## src/rtl/emu_axil_pkg.sv

```systemverilog
// Shared encodings for the emulator control AXI4-Lite bridge.
// Latency: n/a (constants and types only).
// Backpressure: n/a.
package emu_axil_pkg;

    localparam int CTRL_ADDR_WIDTH = 12;

    localparam logic [1:0] AXI_RESP_OKAY   = 2'b00;
    localparam logic [1:0] AXI_RESP_SLVERR = 2'b10;

    typedef enum logic [1:0] {
        W_IDLE = 2'd0,
        W_EXEC = 2'd1,
        W_RESP = 2'd2
    } w_state_t;

    typedef enum logic [1:0] {
        R_IDLE = 2'd0,
        R_EXEC = 2'd1,
        R_RESP = 2'd2
    } r_state_t;

endpackage

```

## src/rtl/emu_ctrl_axil_bridge.sv

```systemverilog
// AXI4-Lite slave turning host reads/writes into single-cycle ctrl_wen/ctrl_ren strobes.
// Latency: AW+W (or AR) accepted at edge 0 -> strobe in cycle 1 -> bvalid/rvalid in cycle 2.
// Backpressure: one write and one read in flight; ready stays low until the response handshakes.
module emu_ctrl_axil_bridge
    import emu_axil_pkg::*;
#(
    parameter int AXI_ADDR_WIDTH = 32
) (
    input  logic                       host_clk,
    input  logic                       host_rst,
    input  logic                       s_axilite_awvalid,
    output logic                       s_axilite_awready,
    input  logic [AXI_ADDR_WIDTH-1:0]  s_axilite_awaddr,
    input  logic                       s_axilite_wvalid,
    output logic                       s_axilite_wready,
    input  logic [31:0]                s_axilite_wdata,
    input  logic [3:0]                 s_axilite_wstrb,
    output logic                       s_axilite_bvalid,
    input  logic                       s_axilite_bready,
    output logic [1:0]                 s_axilite_bresp,
    input  logic                       s_axilite_arvalid,
    output logic                       s_axilite_arready,
    input  logic [AXI_ADDR_WIDTH-1:0]  s_axilite_araddr,
    output logic                       s_axilite_rvalid,
    input  logic                       s_axilite_rready,
    output logic [31:0]                s_axilite_rdata,
    output logic [1:0]                 s_axilite_rresp,
    output logic                       ctrl_wen,
    output logic [CTRL_ADDR_WIDTH-1:0] ctrl_waddr,
    output logic [31:0]                ctrl_wdata,
    output logic                       ctrl_ren,
    output logic [CTRL_ADDR_WIDTH-1:0] ctrl_raddr,
    input  logic [31:0]                ctrl_rdata
);

    // Write path state
    w_state_t                   r_wstate;
    logic                       r_aw_full;
    logic                       r_w_full;
    logic [CTRL_ADDR_WIDTH-1:0] r_aw_addr;
    logic [31:0]                r_w_data;
    logic [3:0]                 r_w_strb;
    logic                       r_awready;
    logic                       r_wready;
    logic                       r_bvalid;
    logic [1:0]                 r_bresp;
    logic                       r_ctrl_wen;
    logic [CTRL_ADDR_WIDTH-1:0] r_ctrl_waddr;
    logic [31:0]                r_ctrl_wdata;

    // Read path state
    r_state_t                   r_rstate;
    logic                       r_arready;
    logic                       r_rvalid;
    logic [31:0]                r_rdata;
    logic                       r_ctrl_ren;
    logic [CTRL_ADDR_WIDTH-1:0] r_ctrl_raddr;

    logic                       w_aw_acc;
    logic                       w_w_acc;
    logic                       w_ar_acc;
    logic                       w_aw_full_nxt;
    logic                       w_w_full_nxt;
    logic [CTRL_ADDR_WIDTH-1:0] w_awaddr_aligned;
    logic [CTRL_ADDR_WIDTH-1:0] w_araddr_aligned;
    logic [CTRL_ADDR_WIDTH-1:0] w_aw_addr_nxt;
    logic [31:0]                w_w_data_nxt;
    logic [3:0]                 w_w_strb_nxt;
    logic                       w_unused_addr;

    // The target decodes only a 4 KiB word-aligned window; everything else aliases.
    assign w_awaddr_aligned = {s_axilite_awaddr[CTRL_ADDR_WIDTH-1:2], 2'b00};
    assign w_araddr_aligned = {s_axilite_araddr[CTRL_ADDR_WIDTH-1:2], 2'b00};
    assign w_unused_addr    = ^{s_axilite_awaddr[AXI_ADDR_WIDTH-1:CTRL_ADDR_WIDTH], s_axilite_awaddr[1:0],
                                s_axilite_araddr[AXI_ADDR_WIDTH-1:CTRL_ADDR_WIDTH], s_axilite_araddr[1:0]};

    // Ready registers are only ever high in the IDLE states, so acceptance implies IDLE.
    assign w_aw_acc      = s_axilite_awvalid && r_awready;
    assign w_w_acc       = s_axilite_wvalid  && r_wready;
    assign w_ar_acc      = s_axilite_arvalid && r_arready;
    assign w_aw_full_nxt = r_aw_full || w_aw_acc;
    assign w_w_full_nxt  = r_w_full  || w_w_acc;
    assign w_aw_addr_nxt = r_aw_full ? r_aw_addr : w_awaddr_aligned;
    assign w_w_data_nxt  = r_w_full  ? r_w_data  : s_axilite_wdata;
    assign w_w_strb_nxt  = r_w_full  ? r_w_strb  : s_axilite_wstrb;

    // Write FSM: collect AW and W in either order, fire one strobe, then hold the response.
    always_ff @(posedge host_clk) begin
        if (host_rst) begin
            r_wstate     <= W_IDLE;
            r_aw_full    <= 1'b0;
            r_w_full     <= 1'b0;
            r_aw_addr    <= '0;
            r_w_data     <= '0;
            r_w_strb     <= '0;
            r_awready    <= 1'b0;
            r_wready     <= 1'b0;
            r_bvalid     <= 1'b0;
            r_bresp      <= AXI_RESP_OKAY;
            r_ctrl_wen   <= 1'b0;
            r_ctrl_waddr <= '0;
            r_ctrl_wdata <= '0;
        end else begin
            r_ctrl_wen <= 1'b0;
            case (r_wstate)
                W_IDLE: begin
                    if (w_aw_acc) begin
                        r_aw_full <= 1'b1;
                        r_aw_addr <= w_awaddr_aligned;
                    end
                    if (w_w_acc) begin
                        r_w_full <= 1'b1;
                        r_w_data <= s_axilite_wdata;
                        r_w_strb <= s_axilite_wstrb;
                    end
                    if (w_aw_full_nxt && w_w_full_nxt) begin
                        r_wstate  <= W_EXEC;
                        r_awready <= 1'b0;
                        r_wready  <= 1'b0;
                        // Byte-lane writes are not supported by the target: reject rather than merge.
                        if (w_w_strb_nxt == 4'hF) begin
                            r_ctrl_wen   <= 1'b1;
                            r_ctrl_waddr <= w_aw_addr_nxt;
                            r_ctrl_wdata <= w_w_data_nxt;
                            r_bresp      <= AXI_RESP_OKAY;
                        end else begin
                            r_bresp      <= AXI_RESP_SLVERR;
                        end
                    end else begin
                        r_awready <= !w_aw_full_nxt;
                        r_wready  <= !w_w_full_nxt;
                    end
                end
                W_EXEC: begin
                    r_bvalid  <= 1'b1;
                    r_aw_full <= 1'b0;
                    r_w_full  <= 1'b0;
                    r_wstate  <= W_RESP;
                end
                W_RESP: begin
                    if (s_axilite_bready) begin
                        r_bvalid  <= 1'b0;
                        r_awready <= 1'b1;
                        r_wready  <= 1'b1;
                        r_wstate  <= W_IDLE;
                    end
                end
                default: r_wstate <= W_IDLE;
            endcase
        end
    end

    // Read FSM: one strobe cycle, capture the combinational read data, hold until rready.
    always_ff @(posedge host_clk) begin
        if (host_rst) begin
            r_rstate     <= R_IDLE;
            r_arready    <= 1'b0;
            r_rvalid     <= 1'b0;
            r_rdata      <= '0;
            r_ctrl_ren   <= 1'b0;
            r_ctrl_raddr <= '0;
        end else begin
            r_ctrl_ren <= 1'b0;
            case (r_rstate)
                R_IDLE: begin
                    if (w_ar_acc) begin
                        r_arready    <= 1'b0;
                        r_ctrl_ren   <= 1'b1;
                        r_ctrl_raddr <= w_araddr_aligned;
                        r_rstate     <= R_EXEC;
                    end else begin
                        r_arready    <= 1'b1;
                    end
                end
                R_EXEC: begin
                    // Sampled on the same edge a concurrent write lands, so the old value is returned.
                    r_rdata  <= ctrl_rdata;
                    r_rvalid <= 1'b1;
                    r_rstate <= R_RESP;
                end
                R_RESP: begin
                    if (s_axilite_rready) begin
                        r_rvalid  <= 1'b0;
                        r_arready <= 1'b1;
                        r_rstate  <= R_IDLE;
                    end
                end
                default: r_rstate <= R_IDLE;
            endcase
        end
    end

    assign s_axilite_awready = r_awready;
    assign s_axilite_wready  = r_wready;
    assign s_axilite_bvalid  = r_bvalid;
    assign s_axilite_bresp   = r_bresp;
    assign s_axilite_arready = r_arready;
    assign s_axilite_rvalid  = r_rvalid;
    assign s_axilite_rdata   = r_rdata;
    assign s_axilite_rresp   = AXI_RESP_OKAY;
    assign ctrl_wen          = r_ctrl_wen;
    assign ctrl_waddr        = r_ctrl_waddr;
    assign ctrl_wdata        = r_ctrl_wdata;
    assign ctrl_ren          = r_ctrl_ren;
    assign ctrl_raddr        = r_ctrl_raddr;

endmodule

```

## config.mk

```make
export PLATFORM = sky130hd
export DESIGN_NAME = emu_ctrl_axil_bridge
export DESIGN_NICKNAME = d
export VERILOG_FILES = /design/src/rtl/emu_axil_pkg.sv /design/src/rtl/emu_ctrl_axil_bridge.sv
export SDC_FILE = /design/constraint.sdc
export NUM_CORES = 1
export LEC_CHECK = 0
export CAP_MARGIN = 20
export CORE_MARGIN = 2
export CORE_UTILIZATION = 30
export DETAILED_ROUTE_END_ITERATION = 8
export PLACE_DENSITY = 0.65
export SLEW_MARGIN = 20
export SYNTH_ARGS = -nofsm -noshare
export SYNTH_HDL_FRONTEND = slang
export SYNTH_SLANG_ARGS = --single-unit
```

## constraint.sdc

```tcl
create_clock -name host_clk -period 2.9 [get_ports host_clk]
set_input_delay 0.58 -clock host_clk [delete_from_list [all_inputs] [get_ports host_clk]]
set_output_delay 0.58 -clock host_clk [all_outputs]
set_load 0.05 [all_outputs]
```

# Word level (Yosys, flattened, before mapping)
# Cells that the tools add are included.
# totals
output_inout_bits,99
n_memories,0
mem_bits_rw,0
register_bits,147
rom_bits,0
wordCells,91
latch_bits,0
# classes
div,0
shift,0
n_mul,0
n_bitwise,3
n_eq_ne,11
n_reduce_logical,30
magnitude_cmp,0
muxes,28
addsub,0
# op_table
operator,count
32-bit 2-to-1 mux,1
2-bit AND reduction,12
1-bit case mux with 2 select lines,7
12-bit 2-to-1 mux,1
2-bit inequality test (second input constant),6
2-bit case mux with 3 select lines,2
1-bit 2-to-1 mux,11
2-bit 2-to-1 mux,5
2-bit nonzero test,5
2-bit by 1-bit == test with 1-bit output (second input constant),2
2-bit == test (second input constant),2
4-bit == test (second input constant),1
1-bit logical AND,4
2-bit zero test,2
4-bit 2-to-1 mux,1
1-bit NOT,3
3-bit AND reduction,1
3-bit OR reduction,1
1-bit zero test,2
1-bit logical OR,2
2-bit OR reduction,1

# Logic depth before layout (Yosys ltp)
# Gate-level depths: netlist of run 1.
# logic_depth
word_depth,5
depth_mapped,7
ltp_nobuf,4

# Worst setup path before layout of run 1
# Ideal clock, no wire load.
# synth_timing
path_kind,reg2reg
from,"register r_wready, in the netlist s_axilite_wready"
to,"register r_ctrl_waddr[10], in the netlist ctrl_waddr[10]"
slack_ps,1219
t_required_ps,2782
n_path_buf,1
stages_incl_launch_ff,6
arrival_time_ps,1563
synth_period_minus_slack_ps,1681
path_cell_list,dfxtp_1 > a21oi_4 > nor4_4 > a21oi_4 > buf_6 > o2bb2ai_2
# synth_via
elab_chain_cells,4
# synth_rtl
element,line_no,rtl
from (decl),emu_ctrl_axil_bridge.sv:44,logic r_wready;
from (signal assigned),emu_ctrl_axil_bridge.sv:131,r_wready <= !w_w_full_nxt;
1-bit logical AND,emu_ctrl_axil_bridge.sv:79,assign w_w_acc = s_axilite_wvalid && r_wready;
1-bit logical OR,emu_ctrl_axil_bridge.sv:82,assign w_w_full_nxt = r_w_full || w_w_acc;
1-bit logical AND,emu_ctrl_axil_bridge.sv:116,if (w_aw_full_nxt && w_w_full_nxt) begin
3-bit AND reduction (no line),--,
to (signal assigned),emu_ctrl_axil_bridge.sv:123,r_ctrl_waddr <= w_aw_addr_nxt;
to (decl),emu_ctrl_axil_bridge.sv:48,logic [CTRL_ADDR_WIDTH-1:0] r_ctrl_waddr;
# Every way passes these cells.
# A chain may end at the register's enable or synchronous reset.

# Worst setup path after layout of run 1
# layout_timing
from,"register r_wready, in the netlist s_axilite_wready"
to,output port s_axilite_wready
# layout_lines
element,line_no,rtl
to (decl),emu_ctrl_axil_bridge.sv:15,"output logic s_axilite_wready,"
# No word-level cell between the ends.

==> impl_metrics.tcl, run 1 <==
set metrics [dict create \
    fmax_mhz 431 \
    synth_seq_cells 144 \
    hold_buffers 0 \
    synth.largest_area_cell "dfxtp_1" \
    hp-class "in2reg" \
    vias_per_cell 4.56 \
    synthArstFlopShare 0 \
    drt_iter0_markers 134 \
    clock_latency_ps 410 \
    whs_path_depth 2 \
    synth-simple-area-share 0.156 \
    worstHoldStart "host_rst" \
    fin_crit_sh 0.800 \
    drc 0 \
    tightest_slew_ps 682 \
    drv_slew 0 \
    cts_tree "built" \
    crit_required_ps 2320 \
    ios 238 \
    grt_max_degree 62 \
    crit_family "buffers and inverters" \
    powerDensity_nw_per_um2 608 \
    core_area_um2 18700 \
    crit_slowest_cell "clkdlybuf4s50_1" \
    initial_core_util 0.306 \
    synthMuxAreaShare 0.0754 \
    met1_usage 0.175 \
    min_to "r_wstate[0]$_SDFFE_PP0P_" \
    route.vias.total 4632 \
    placed_cell_area_um2 7730 \
    gp_congestion 0.721 \
    post_cts_resized 0 \
    synth_top_family_by_area "compound AO/OA/AOI/OAI gates" \
    first_pass_iters 4 \
    antenna_found_initial 1 \
    synthCells 596 \
    synth_edf_count 0 \
    ys_seq_area_frac 0.503 \
    rows 50 \
    netlist.area_leader.share 0.503 \
    rsz0062_at_grt "false" \
    grt-busiest-layer "met2" \
    path_max_fanout 5 \
    die_area_um2 20200 \
    die_h_um 142 \
    start_kind "register" \
    synth_top_flop_cell "dfxtp_1" \
    synth.avg_cell_area_um2 9.61 \
    min_period_ps 2320 \
    port_buffers 186 \
    yosys-top-cells-area "dfxtp_1, nand2_1, o2bb2ai_2, a21oi_1, mux2i_1" \
    antenna_left 0 \
    vdd_ir_drop_max_v 0.000422 \
    endpoint_kind "primary output" \
    clk_pin_slew_worst_paths_ps 60 \
    synth-compound-area-share 0.206 \
    path_cells "clkdlybuf4s50_1" \
    drt_wl_total_um 14600 \
    n_antenna_cell 0 \
    setup_viol 0 \
    cts_sinks 144 \
    grt_pass1_vias 4495 \
    cts_buffers 17 \
    place_hpwl_um 9950 \
    drive_gt1_frac 0.128 \
    grt_overflow_total 0 \
    met3_usage 0.0670 \
    synth_xor_area_frac 0 \
    critPathMaxStageDelay_ps 890 \
    slew-limit-headroom 0.546 \
    clock-root-buffer "clkbuf_16" \
    reg2reg_slack_ps 1030 \
    outcome "complete, no violations" \
    power.leakage_nw 2.88 \
    r2r_end "ctrl_wdata[3]$_SDFFE_PP0P_" \
    whs_ps 419 \
    cp.arrival_ps 1740 \
    path_class "reg2out" \
    grt_util_met2 0.245 \
    post_drt_wl_per_cell_um 14.4 \
    n_fill_cell 1806 \
    synth_fa_ha_area_frac 0 \
    fin_area_um2 8360 \
    finClkSkew_ps 9.94 \
    cp.buffers_inverters 1 \
    grt_pass1_wl_um 23500 \
    layout.nets 907 \
    max-cap-violations 0 \
    hold_viol 0 \
    synthToLayoutAreaGrowth_pct 45.9 \
    synth_warnings 0 \
    grt_usage 0.148 \
    cts_buffer_depth 2 \
    die_w_um 142 \
    fin_tns_setup_ps 0 \
    worstReg2RegStart "r_w_full$_SDFFE_PP0P_" \
    synth_cell_types 36 \
    rr_worst_depth 5 \
    htree_levels 4 \
    post-cts-setup-buffers 0 \
    syn_area_um2 5730 \
]
==> sequential cells by signal, indices dropped and copies added (netlist names) <==
| name | count |
|---|---|
| ctrl_wdata | 32 |
| r_w_data | 32 |
| s_axilite_rdata | 32 |
| ctrl_raddr | 10 |
| ctrl_waddr | 10 |
| r_aw_addr | 10 |
| r_w_strb | 4 |
| r_rstate | 2 |
| r_wstate | 2 |
| ctrl_ren | 1 |
| ctrl_wen | 1 |
| r_aw_full | 1 |
| r_w_full | 1 |
| s_axilite_arready | 1 |
| s_axilite_awready | 1 |
| s_axilite_bresp | 1 |
| s_axilite_bvalid | 1 |
| s_axilite_rvalid | 1 |
| s_axilite_wready | 1 |
==> cell usage after synthesis, drive strengths merged (2+ instances only) <==
cell	count
nor2	9
o2bb2ai	42
and3	2
nand3b	3
nand2b	2
inv	5
dfxtp	144
nand2	180
clkbuf	14
mux2i	42
buf	38
o21ai	2
a21oi	97
nand3	3
o32ai	2
==> routing by layer <==
layer,part of all wire,vias to the layer above
li1,-,2355
met1,0.43,2154
met2,0.49,117
met3,0.072,6
met4,0.0081,0
met5,0,-
==> area by class of cell <==
cell class / count / area, um2 / area share
sequential: 144 / 2880 / 0.345
multi-input combinational: 401 / 2540 / 0.304
timing repair buffer: 199 / 1990 / 0.239
clock buffer: 19 / 453 / 0.0542
tap: 234 / 293 / 0.0350
clock inverter: 13 / 174 / 0.0208
inverter: 5 / 18.8 / 0.00225
==> power breakdown <==
group	internal, W	switching, W	total, W
registers	0.00205	0.0000551	0.00211
logic	0.000290	0.000390	0.000681
clock network	0.00142	0.000878	0.00229
==> worst max-delay path by stage <==
stage,start,endpoint,slack [ps],cells after the start
after global placement,s_axilite_wvalid,ctrl_wdata[2]$_SDFFE_PP0P_,490,6
after CTS,s_axilite_wready$_SDFFE_PP0P_,s_axilite_wready,560,1
after detailed placement,s_axilite_wvalid,ctrl_wdata[2]$_SDFFE_PP0P_,470,6
after global routing,s_axilite_wready$_SDFFE_PP0P_,s_axilite_wready,520,1
after floorplan,s_axilite_wready$_SDFFE_PP0P_,ctrl_waddr[10]$_SDFFE_PP0P_,1220,5
final,s_axilite_wready$_SDFFE_PP0P_,s_axilite_wready,580,1
==> metrics by stage <==
step                      setup WS, ps  cells  utilization  total power [W]
after global placement             495    983        0.413          0.00284
after global routing               521   1015        0.447          0.00532
after CTS                          558   1015        0.447          0.00517
after floorplan                   1220    602            -          0.00257
after detailed placement           471    983        0.413          0.00284
final                              580   1015        0.447          0.00508
==> placed cells by master, fill, tap and decap left out, types with 2 or more instances in the layout <==
master,Yosys,routed
clkdlybuf4s50_1,0,185
nand2_1,179,179
dfxtp_1,144,143
a21oi_1,94,94
mux2i_1,42,42
o2bb2ai_2,39,39
clkbuf_16,0,17
buf_4,13,11
nor2_1,8,8
conb_1,1,7
inv_1,4,4
inv_6,0,4
nand3b_1,3,3
o2bb2ai_1,3,3
clkinv_4,0,3
bufinv_16,0,3
clkinvlp_4,0,3
buf_12,0,3
nand3_1,2,2
a21oi_4,2,2
and3_1,2,2
nand2b_1,2,2
o32ai_1,2,2
o21ai_0,2,2
clkbuf_8,0,2
==> logic make-up (layout without fill, tap and decap cells) <==
| family | count (synthesis) | in the layout |
|---|---|---|
| compound gates | 145 | 145 |
| simple gates | 206 | 206 |
| mux | 43 | 43 |
| flops | 144 | 144 |
| buf+inv | 57 | 236 |
| other cells | 1 | 7 |
No activity file was read; power rests on OpenSTA's default activity.
==> inputs of run 2 (changes only) <==
Clock period 2.9 ns to 2.2 ns, I/O delays scaled along.
==> impl_metrics.tcl, run 2 (same netlist as run 1, synthesis figures left out) <==
set metrics [dict create \
    r2r_end "ctrl_waddr[4]$_SDFFE_PP0P_" \
    worstHoldStart "host_rst" \
    reg2reg_slack_ps 600 \
    cts_sinks 144 \
    min_period_ps 2050 \
    regArea_um2 2880 \
    whs_path_depth 2 \
    fin_crit_sh 0.934 \
    start_kind "register" \
    route.vias.total 4643 \
    cts_tree "built" \
    post-cts-setup-buffers 0 \
    cp.arrival_ps 1610 \
    htree_levels 4 \
    vias_per_cell 4.57 \
    slew-limit-headroom 0.618 \
    drt_wl_total_um 14500 \
    whs_ps 380 \
    final_cell_mix "clkdlybuf4s50_1, nand2_1, dfxtp_1, a21oi_1, mux2i_1" \
    die_w_um 142 \
    n_fill_cell 1798 \
    rr_worst_depth 5 \
    post_drt_wl_per_cell_um 14.3 \
    clk_pin_slew_worst_paths_ps 60 \
    hp-class "in2reg" \
    endpoint_kind "primary output" \
    crit_slowest_cell "clkdlybuf4s50_1" \
    grt_usage 0.148 \
    powerDensity_nw_per_um2 798 \
    layout.nets 909 \
    max-cap-violations 0 \
    ios 238 \
    core_area_um2 18700 \
    critPathMaxStageDelay_ps 820 \
    crit_family "buffers and inverters" \
    synthToLayoutAreaGrowth_pct 46.2 \
    path_class "reg2out" \
    crit_required_ps 1760 \
    rows 50 \
    drc 0 \
    drv_slew 0 \
    grt_overflow_total 0 \
    first_pass_iters 4 \
    place_hpwl_um 9860 \
    vdd_ir_drop_max_v 0.000521 \
    clock_latency_ps 410 \
    worstReg2RegStart "r_w_full$_SDFFE_PP0P_" \
    place_ws_ps 119 \
    drt_iter0_markers 173 \
    path_cells "clkdlybuf4s50_1" \
    cts_buffer_depth 2 \
    clock-root-buffer "clkbuf_16" \
    cp.buffers_inverters 1 \
    tightest_slew_ps 572 \
    path_max_fanout 2 \
    power.leakage_nw 2.90 \
    hold_viol 0 \
    grt_pass1_wl_um 23500 \
    antenna_found_initial 0 \
    initial_core_util 0.306 \
    multiInputGateArea_um2 2540 \
    fin_tns_setup_ps 0 \
    setup_viol 0 \
    antenna_left 0 \
    n_antenna_cell 0 \
    grt_max_degree 86 \
    fmax_mhz 487 \
    die_h_um 142 \
    outcome "complete, no violations" \
    power_w 0.00669 \
    port_buffers 186 \
    grt_pass1_vias 4525 \
    die_area_um2 20200 \
    layout_setup_ws_ps 146 \
    final_util 0.448 \
    min_to "s_axilite_awready$_SDFFE_PP0P_" \
    gp_congestion 0.715 \
    finClkSkew_ps 9.48 \
    rsz0062_at_grt "false" \
    drive_gt1_frac 0.130 \
    final_common_cell "clkdlybuf4s50_1" \
    cts_buffers 17 \
]
## run 2: final cells by class
cell class                      instances  share of cell area
Clock inverter                         13              0.0211
Clock buffer                           19              0.0517
Sequential cell                       144               0.344
Timing Repair Buffer                  201               0.243
Inverter                                5             0.00224
Tap cell                              234              0.0350
Multi-Input combinational cell        401               0.303
## run 2: worst max-delay path by stage
stage	from	to	slack, ps	depth (start not counted)
2_1_floorplan	s_axilite_wready$_SDFFE_PP0P_	ctrl_waddr[10]$_SDFFE_PP0P_	520	5
3_3_place_gp	s_axilite_wvalid	ctrl_waddr[2]$_SDFFE_PP0P_	130	6
3_5_place_dp	s_axilite_wvalid	ctrl_waddr[2]$_SDFFE_PP0P_	120	6
4_1_cts	s_axilite_awready$_SDFFE_PP0P_	s_axilite_awready	40	1
5_1_grt	s_axilite_bresp[1]$_SDFFE_PP0P_	s_axilite_bresp[1]	50	1
6_report	ctrl_waddr[11]$_SDFFE_PP0P_	ctrl_waddr[11]	150	1
## run 2: layer usage
layer  part of all wire  vias to the layer above  wire length (um)  global-route usage
met2               0.47                      116              6810               0.236
met3              0.071                       17              1030              0.0589
met4              0.017                        0               240              0.0511
met5                  0                        -                 0                   0
li1                   -                     2359                 -                   -
met1               0.44                     2151              6450               0.182
## run 2: report_power, final
| part | leakage [nW] | total [W] | internal, W | switching (W) |
|---|---|---|---|---|
| sequential | 1.17 | 0.00278 | 0.00271 | 0.0000696 |
| combinational | 1.45 | 0.000913 | 0.000392 | 0.000521 |
| clock | 0.287 | 0.00299 | 0.00181 | 0.00118 |
## run 2: stage by stage
stage / cell area (um2) / cells
floorplan: 5750 / 602
global placement: 7760 / 985
detailed placement: 7760 / 985
CTS: 8370 / 1017
global route: 8380 / 1017
finish: 8380 / 1017
## run 2: what timing repair did
action                                 4_1_cts  5_1_grt
hold buffers                                 0        0
setup endpoints to repair                    0        1
resized for setup                            0        1
endpoints found under the hold margin        0        0
==> inputs of run 3 (changes only) <==
Settings changed: ABC_CLOCK_PERIOD_IN_PS from default to 2200, CTS_CLUSTER_SIZE from default to 16, SLEW_MARGIN 20 to 10.
==> results of run 3 <==
Final layout, timing and power as in run 2 (identical DEF).
